### src/rtl/rf_wb_scheduler.sv
// Write-back arbiter and long-latency scoreboard in front of the register file's single write port.
// ALU has fixed priority; a starving LSU result is forced through after STARVE_MAX blocked cycles.
module rf_wb_scheduler #(
  parameter int AWIDTH     = 5,
  parameter int DWIDTH     = 32,
  parameter int STARVE_MAX = 3,
  parameter int MAX_PEND   = 4
) (
  input  logic                            clk,
  input  logic                            rst_n,
  input  logic                            issue_valid,
  input  logic                            issue_long,
  input  logic [AWIDTH-1:0]               issue_rd,
  input  logic [AWIDTH-1:0]               issue_rs1,
  input  logic [AWIDTH-1:0]               issue_rs2,
  output logic                            issue_stall,
  input  logic                            alu_wb_valid,
  input  logic [AWIDTH-1:0]               alu_wb_rd,
  input  logic [DWIDTH-1:0]               alu_wb_data,
  output logic                            alu_wb_ready,
  input  logic                            lsu_wb_valid,
  input  logic [AWIDTH-1:0]               lsu_wb_rd,
  input  logic [DWIDTH-1:0]               lsu_wb_data,
  output logic                            lsu_wb_ready,
  output logic                            rf_we,
  output logic [AWIDTH-1:0]               rf_waddr,
  output logic [DWIDTH-1:0]               rf_wdata,
  output logic [$clog2(MAX_PEND+1)-1:0]   pend_cnt
);

  localparam int NREG = 2 ** AWIDTH;
  localparam int SW   = $clog2(STARVE_MAX + 1);
  localparam int PW   = $clog2(MAX_PEND + 1);

  logic [SW-1:0]   starveCnt;
  logic [NREG-1:0] pendMask;
  logic [NREG-1:0] setMask;
  logic [NREG-1:0] clrMask;
  logic            forceLsu;
  logic            lsuAccept;
  logic            aluAccept;
  logic            longAccept;
  logic            pendRs1;
  logic            pendRs2;
  logic            pendRd;

  assign forceLsu     = lsu_wb_valid & (starveCnt == SW'(STARVE_MAX));
  assign lsu_wb_ready = lsu_wb_valid & (~alu_wb_valid | forceLsu);
  assign alu_wb_ready = ~forceLsu;
  assign lsuAccept    = lsu_wb_valid & lsu_wb_ready;
  assign aluAccept    = alu_wb_valid & alu_wb_ready;

  // x0 is hard-wired, so it never blocks issue even if a long op targets it.
  assign pendRs1 = (issue_rs1 != '0) & pendMask[issue_rs1];
  assign pendRs2 = (issue_rs2 != '0) & pendMask[issue_rs2];
  assign pendRd  = (issue_rd  != '0) & pendMask[issue_rd];

  assign issue_stall = issue_valid & (pendRs1 | pendRs2 | pendRd
                       | (issue_long & (pend_cnt == PW'(MAX_PEND))));
  assign longAccept  = issue_valid & ~issue_stall & issue_long;

  always_comb begin
    // NOTE: every always_comb output gets a default first so no path leaves it unassigned (no latch).
    setMask = '0;
    clrMask = '0;
    if (lsuAccept)                      clrMask[lsu_wb_rd] = 1'b1;
    if (longAccept && issue_rd != '0)   setMask[issue_rd]  = 1'b1;
  end

  always_ff @(posedge clk or negedge rst_n) begin
    if (!rst_n) begin
      rf_we     <= 1'b0;
      rf_waddr  <= '0;
      rf_wdata  <= '0;
      pend_cnt  <= '0;
      starveCnt <= '0;
      // NOTE: the scoreboard is a flop vector, not a RAM, so it is reset with everything else.
      pendMask  <= '0;
    end else begin
      // NOTE: sequential state uses non-blocking assignments so all registers update from pre-edge values.
      pendMask <= (pendMask & ~clrMask) | setMask;

      case ({longAccept, lsuAccept})
        2'b10:   pend_cnt <= pend_cnt + PW'(1);
        2'b01:   pend_cnt <= pend_cnt - PW'(1);
        default: pend_cnt <= pend_cnt;
      endcase

      if (lsu_wb_valid && !lsu_wb_ready)
        starveCnt <= (starveCnt == SW'(STARVE_MAX)) ? starveCnt : starveCnt + SW'(1);
      else
        starveCnt <= '0;

      // Grants are mutually exclusive; x0 writes handshake but never strobe the port.
      if (lsuAccept) begin
        rf_we    <= (lsu_wb_rd != '0);
        rf_waddr <= lsu_wb_rd;
        rf_wdata <= lsu_wb_data;
      end else if (aluAccept) begin
        rf_we    <= (alu_wb_rd != '0);
        rf_waddr <= alu_wb_rd;
        rf_wdata <= alu_wb_data;
      end else begin
        rf_we    <= 1'b0;
      end
    end
  end

endmodule

### config.mk
export PLATFORM = sky130hd
export DESIGN_NAME = rf_wb_scheduler
export DESIGN_NICKNAME = d
export VERILOG_FILES = /design/src/rtl/rf_wb_scheduler.sv
export SDC_FILE = /design/constraint.sdc
export NUM_CORES = 1
export LEC_CHECK = 0
export ABC_AREA = 1
export CORE_AREA = 2 2 119 121
export DETAILED_ROUTE_END_ITERATION = 16
export DIE_AREA = 0 0 121 123
export GPL_TIMING_DRIVEN = 0
export PLACE_DENSITY = 0.62
export SKIP_LAST_GASP = 1
export SLEW_MARGIN = 20
export SYNTH_ARGS = -nofsm -noshare
export SYNTH_HDL_FRONTEND = slang
export SYNTH_SLANG_ARGS = --single-unit
### constraint.sdc
create_clock -name clk -period 3.2 [get_ports clk]
set_input_delay 0.8 -clock clk [delete_from_list [all_inputs] [get_ports clk]]
set_output_delay 0.8 -clock clk [all_outputs]
set_load 0.02 [all_outputs]
== Word-level counts from Yosys, hierarchy flattened ==
Cells that the tools add are included.
Storage, ports and cells
  flip-flop bits (word level): 75
  latch bits: 0
  RAM bits: 0
  bits in read-only memories: 0
  input bits: 95
  output and inout bits: 44
  logic and storage cells: 74
  memories kept: 0
Operators by class
  add/sub/neg operators: 3
  multiply operators: 0
  div/mod/pow operators: 0
  $lt $le $gt $ge: 6
  equal/unequal tests: 5
  shifts and indexed selects: 0
  multiplexer cells: 21
  bitwise logic cells: 21
  reductions and logical operators: 12
Operators with widths (number)
  32-bit 2-to-1 mux: 4
  32-bit AND: 1
  32-bit inverter: 1
  32-bit bitwise OR: 1
  5-bit nonzero test: 5
  5-bit by 6-bit less-than comparator with 1-bit output (second input constant): 4
  1-bit binary-select mux with 5-bit select: 3
  1-bit AND: 11
  1-bit demux with 5-bit select: 2
  5-bit by 1-bit >= comparator with 1-bit output (second input constant): 2
  5-bit 2-to-1 mux: 2
  1-bit 2-to-1 mux: 7
  3-bit one-hot mux with 2 select lines: 1
  2-bit equality test (second input constant): 2
  1-bit logical AND: 4
  2-bit 2-to-1 mux: 2
  1-bit bitwise OR: 4
  2-bit nonzero test: 2
  3-bit by 1-bit adder with 3-bit output (second input constant): 1
  3-bit equality test (second input constant): 1
  1-bit inverter: 3
  3-bit by 1-bit subtractor with 3-bit output (second input constant): 1
  2-bit by 1-bit adder with 2-bit output (second input constant): 1
  2-bit by 1-bit equality test with 1-bit output (second input constant): 1
  2 further kinds: 2

== Depth between registers and ports, before layout ==
Gate-level depths: netlist of the first run.
  word-level depth: 13
  mapped depth: 21

== Least setup slack after synthesis of the first run ==
Ideal clock, no wire load.
  path type: input to register
  start point: input lsu_wb_valid
  end point: register pend_cnt[2]
  setup time: 0.131 ns
  arrival: 2.899 ns
  data required time: 3.069 ns
  path slack: 0.171 ns
  cell stages on the path: 12
  path buffers: 2
  cell sequence: nand2_1 -> nand2_2 -> inv_2 -> nor2_2 -> buf_2 -> buf_1 -> ha_1 -> inv_1 -> fa_1 -> a21oi_1 -> o21ai_0 -> xor2_1
On the way
  cells in the longest elaborated chain, start to end: 6
  elaborated cells between the ends (all ways): 8
  those cells by class: eq/ne (2); mux (1); bitwise (4); reduce/logical (1)
RTL lines
  from (decl): RTL line 21  | input logic lsu_wb_valid,
  1-bit AND: RTL line 47  | assign forceLsu = lsu_wb_valid & (starveCnt == SW'(STARVE_MAX));
  1-bit bitwise OR: RTL line 48  | assign lsu_wb_ready = lsu_wb_valid & (~alu_wb_valid | forceLsu);
  1-bit AND *: RTL line 48
  net lsu_wb_ready: RTL line 24  | output logic lsu_wb_ready,
  1-bit AND *: RTL line 50  | assign lsuAccept = lsu_wb_valid & lsu_wb_ready;
  2-bit by 1-bit equality test with 1-bit output or 2-bit equality test (tied branches): RTL line 83  | case ({longAccept, lsuAccept})
  3-bit one-hot mux with 2 select lines or 2-bit nonzero test (tied branches)
  to (signal assigned): RTL line 84  | 2'b10: pend_cnt <= pend_cnt + PW'(1);
  to (signal assigned): RTL line 85  | 2'b01: pend_cnt <= pend_cnt - PW'(1);
  to (signal assigned): RTL line 86  | default: pend_cnt <= pend_cnt;
  to (decl): RTL line 28  | output logic [$clog2(MAX_PEND+1)-1:0] pend_cnt
Mark *: on every way through the listed nets, which the timed path passes. The rest lies on a longest branch.
A chain may end at the register's enable or synchronous reset.

== Worst setup path after layout of the first run ==
  start point: input issue_rd[0]
  end point: output issue_stall
On the way
  cells in the longest elaborated chain, start to end: 6
  elaborated cells between the ends (all ways): 7
  those cells by class: mux (2); bitwise (4); reduce/logical (1)
RTL lines
  from (decl): RTL line 13  | input logic [AWIDTH-1:0] issue_rd,
  1-bit binary-select mux with 5-bit select: RTL line 56  | assign pendRd = (issue_rd != '0) & pendMask[issue_rd];
  1-bit 2-to-1 mux (not written as such): RTL line 56
  1-bit AND *: RTL line 56
  1-bit bitwise OR *: RTL line 58  | assign issue_stall = issue_valid & (pendRs1 | pendRs2 | pendRd
  1-bit bitwise OR *: RTL line 59  | | (issue_long & (pend_cnt == PW'(MAX_PEND))));
  1-bit AND *: RTL line 58
  to (decl): RTL line 16  | output logic issue_stall,
Mark *: on every way between the ends. The rest lies on a longest branch, timed or not. The select of a mux whose other input is x is not followed.

==> run summary, run 1 <==
The run finished with clean final reports. Cell count after synthesis: 693. For the number of hold violations in the final report, the log shows 0.

The later pin in the worst-skew pair is clocked with a latency of 330 ps. The tools report the timing endpoint of the critical path as issue_stall. Yosys attributes the largest share of cell area to dfrtp_1, nand2_1, nand3_1, inv_1, nand4_1.

Data arrives at the worst endpoint at 2300 ps. The run gives 5.62 ps as the clock tree skew after final layout. The mapped netlist covers 0.00471 mm2. IR analysis of the VDD net gives a maximum drop of 0.207 mV. Slowest library cell on the worst path: buf_2.

Walking the worst path, the cells encountered are buf_2, buf_4, o21ai_0, nand2_1, nand2_1, nand2_1, nand2_1, nor2_1, nand2_1, nand2_1, nand2_2, nor2_4, buf_6, nor2_1, buf_4. The most common cell type on the critical path is nand2_1. The floorplan step set the die width to 121 um.

Of the total synthesized cell area, the portion taken by full adders, half adders and majority gates is 0.957%. Clock tree synthesis found a total of 75 sinks. The share of synthesized area in the top cell type comes to 39.9%. For the pin with the worst max-slew slack, the measured transition is 633 ps.

In this run the tightest slew margin relative to its limit is 57.6%. The first global-routing pass estimated 26400 um of wire. Setup repair after global routing could not meet its margin everywhere. The utilization after layout came out at 49.5%. Summing the sequential cell areas from Yosys gives 39.9% of the chip area. Of all nets on the critical path, the largest fanout is 10.

After floorplanning, the core was sized to cover 0.0136 mm2. From synthesis to final layout, the design area changed by 43.2%. The register-to-register path setup slack is 590 ps, and the maximum achievable frequency is 323 MHz.

The tools report the first-pass iteration count of the detailed router as 6. The buffer cell driving the clock tree root was clkbuf_16. The die is 123 um tall. The run gives 3.19 nW as the static power due to leakage. The routed wire length came out at 16600 um.

In this run the worst hold path is classified as in2async. The initial antenna violation count came out at 0. The tools report the vias after detailed routing as 5223. In the routed design, unresolved DRC markers number 0. The number of antenna diodes in the final layout is 0. After synthesis, the share of flip-flops with an asynchronous set or reset is 100%.

The mean instance size in the synthesized netlist was 6.79 um2. Dividing the detail-routed wire length by the instance count gives 16.1 um. The portion of synthesized area spent on multiplexers is 0%. Final design instance area without fill: 0.00674 mm2.

Adding up every negative setup slack in the final design gives 0 ps. The cell type group with the largest total delay on the critical path is simple AND/OR/NAND/NOR gates. The logs give 0.970 for the weighted congestion reported at the end of routability-driven placement and 53 for the pin count of the biggest net entering global routing. The logs give 34.6% for the initial core utilization and 0 for the final-report setup violation count. Category of the most critical setup path: in2out. For the count of warnings emitted by yosys, the log shows 0.

The number of clock buffers added by TritonCTS is 9. Summing the areas of all xor and xnor instances in the mapped netlist gives 0.372% of the synthesized area. In this run the power density over the cells is 487 mW/mm2. The via count normalized by instance count works out to 5.07. The critical path launch point was issue_rd[0]. The depth of the worst register-to-register path was 21; the simple-gate share of the synthesized area was 41.0%.

The combined global-route utilization of all metal layers is 22.5%. In this run the critical register-to-register path is launched from pendMask[21]. The largest single stage delay on the critical path is 210 ps. The number of top-level design ports is 139. Combinational family with the most area after synthesis: simple AND/OR/NAND/NOR gates.

The clock passes through at most 2 buffers. The total number of H-tree levels was 3. The largest total area in the synthesized netlist belongs to dfrtp_1. Port buffering added 134 buffers. Final critical path time including I/O delays and setup: 3100 ps. In this run the remaining antenna-violating nets after routing total 0.

TritonCTS built the clock tree. In the final design database the tool counted 944 nets. The first routing iteration left 385 violations.

The number of logic stages on the critical path including buffering was 15. The most used flip-flop cell after synthesis is dfrtp_1. The capture point of the worst reg-to-reg path was pend_cnt[2]. When the netlist entered floorplanning its net count stood at 791. The placed wire-length estimate after detailed placement is 12800 um. The worst setup path is captured at an output pin. The count of final max-slew check failures came out at 0.

The floorplan die area is 0.0149 mm2, and the worst path buffer plus inverter count is 4. Max-cap violations in this run came to 0. Row generation in the floorplan step produced 43 rows. Dividing the final minimum period by the clock period gives 96.8%. The cell area reported after detailed placement is 0.00630 mm2, and the worst hold-check slack is 375 ps. Data required time at the worst endpoint: 2400 ps. Clock-pin slew was measured on the worst setup and hold paths at 60 ps. Summing the areas of all compound-gate instances in the mapped netlist gives 7.20% of the synthesized area. Summed over all layers, the global routing overflow is 0. The via count of the first global-routing pass was 5166; the number of hold buffers added after CTS was 0. The synthesis-stage register bit count is 75. Cells with a size suffix above 1 make up 9.52% of the layout.

After synthesis, the netlist uses 33 different library cells. In this run, synthesis inferred 0 flip-flops with an integrated enable. STA classifies the critical path startpoint as an input pin.
[layer usage]
metal	up-vias	track usage, %	wire, um
li1	2557	-	-
met1	2428	27.8	6710
met2	216	39.7	8280
met3	22	5.30	1360
met4	0	5.16	279
met5	-	0	0
[power by group]
part	internal [mW]	switching (mW)
logic	0.434	0.554
registers	1.09	0.132
clock network	0.681	0.392
total	2.21	1.08
[cell families after synthesis]
group	after synthesis
AND/OR/NAND/NOR	444
flip-flops	75
XOR/XNOR	2
adder cells (fa/ha/maj)	3
AO/OA/AOI/OAI	63
buffers and inverters	106
[cell usage after synthesis, types with 2 or more instances]
| cell | count |
|---|---|
| nand2_1 | 252 |
| nand3_1 | 88 |
| dfrtp_1 | 75 |
| inv_1 | 71 |
| nor2_1 | 43 |
| o21ai_0 | 40 |
| nand4_1 | 38 |
| nor3_1 | 11 |
| a21oi_1 | 9 |
| buf_6 | 8 |
| clkbuf_1 | 8 |
| buf_2 | 7 |
| o21ai_1 | 5 |
| buf_4 | 4 |
| nand2_2 | 4 |
| o211ai_1 | 4 |
| buf_1 | 3 |
| nor2_2 | 3 |
| a31oi_1 | 2 |
| ha_1 | 2 |
| inv_2 | 2 |
| nand3_2 | 2 |
| o221ai_1 | 2 |
[worst min-delay path by stage]
stage / start / to / slack, ps / depth (start not counted)
after CTS: rst_n / rf_wdata[10] / 380 / 1
after global routing: rst_n / rf_wdata[10] / 390 / 1
after global placement: starveCnt[0] / starveCnt[0] / 430 / 1
after detailed placement: starveCnt[0] / starveCnt[0] / 450 / 1
final: rst_n / rf_wdata[10] / 380 / 1
after floorplan: starveCnt[0] / starveCnt[0] / 410 / 1
[placed cells by master, fill, tap and decap left out, types with 2 or more instances in the layout]
| master | instances |
|---|---|
| clkinv_2 | 2 |
| clkdlybuf4s50_1 | 122 |
| o221ai_1 | 2 |
| dfrtp_1 | 75 |
| buf_4 | 11 |
| nand2_1 | 252 |
| inv_1 | 70 |
| nand3_2 | 2 |
| clkbuf_16 | 9 |
| nand3_1 | 88 |
| buf_6 | 10 |
| inv_2 | 2 |
| dlygate4sd2_1 | 3 |
| nor3_4 | 3 |
| nand2_2 | 4 |
| nor2_1 | 38 |
| a31oi_1 | 2 |
| nor2_4 | 5 |
| inv_4 | 2 |
| a21oi_1 | 9 |
| ha_1 | 2 |
| nor3_1 | 3 |
| o211ai_1 | 4 |
| buf_1 | 2 |
| o21ai_1 | 5 |
| o21ai_0 | 40 |
| nand4_1 | 38 |
| clkbuf_2 | 5 |
| buf_2 | 8 |
| nor2_2 | 5 |
| bufinv_16 | 2 |
| nor3_2 | 5 |
| clkbuf_1 | 9 |
[area by class of cell]
class | count | area, um2
Buffer | 30 | 228
Clock buffer | 11 | 233
Clock inverter | 5 | 77.6
Fill cell | 1355 | 6870
Inverter | 75 | 292
Multi-Input combinational cell | 513 | 2430
Sequential cell | 75 | 1880
Tap cell | 180 | 225
Timing Repair Buffer | 142 | 1380
[metrics by stage]
stage          power, mW  setup WS (ps)  instances
2_1_floorplan       1.73            171        693
6_report            3.28            102       1031
4_1_cts             3.29           5.70       1030
3_5_place_dp        2.19          -1040       1008
5_1_grt             3.45          -37.7       1031
3_3_place_gp        2.17          -1400       1007
[registers in the layout (all words and copies together), names as in the netlist]
register,flops
pendMask,32
rf_wdata,32
rf_waddr,5
pend_cnt,3
starveCnt,2
rf_we,1
[worst reg2reg max path, stage by stage, from the launching register on]
cell and delay, ps:
dfrtp_1 420, inv_1 90, nand2_1 70, nand3_1 90, nand2_1 80, nand2_1 50
nand2_1 60, inv_1 40, nand2_1 50, nand2_1 50, nand2_1 60, inv_1 30
nand2_1 110, nor2_4 60, buf_4 150, nand2_1 100, ha_1 150, inv_1 60
fa_1 370, a21oi_1 140, o21ai_0 110, xor2_1 150
[what timing repair did]
| item | CTS | global route |
|---|---|---|
| setup endpoints to repair | 4 | 3 |
| pin swaps | 3 | 4 |
| cloned | 1 | 1 |
| setup buffers | 6 | 0 |
| gates resized for setup | 37 | 20 |
Power figures use the tool's default switching activity.
==> run 2, diff against run 1 <==
Settings changed: ABC_CLOCK_PERIOD_IN_PS set to 3200.
==> results of run 2 <==
Final layout, timing and power as in run 1 (identical DEF).
==> run 3, diff against run 2 <==
Settings changed: SETUP_SLACK_MARGIN set to 0.02.
==> results of run 3 <==
Final layout, timing and power as in run 1 (identical DEF).
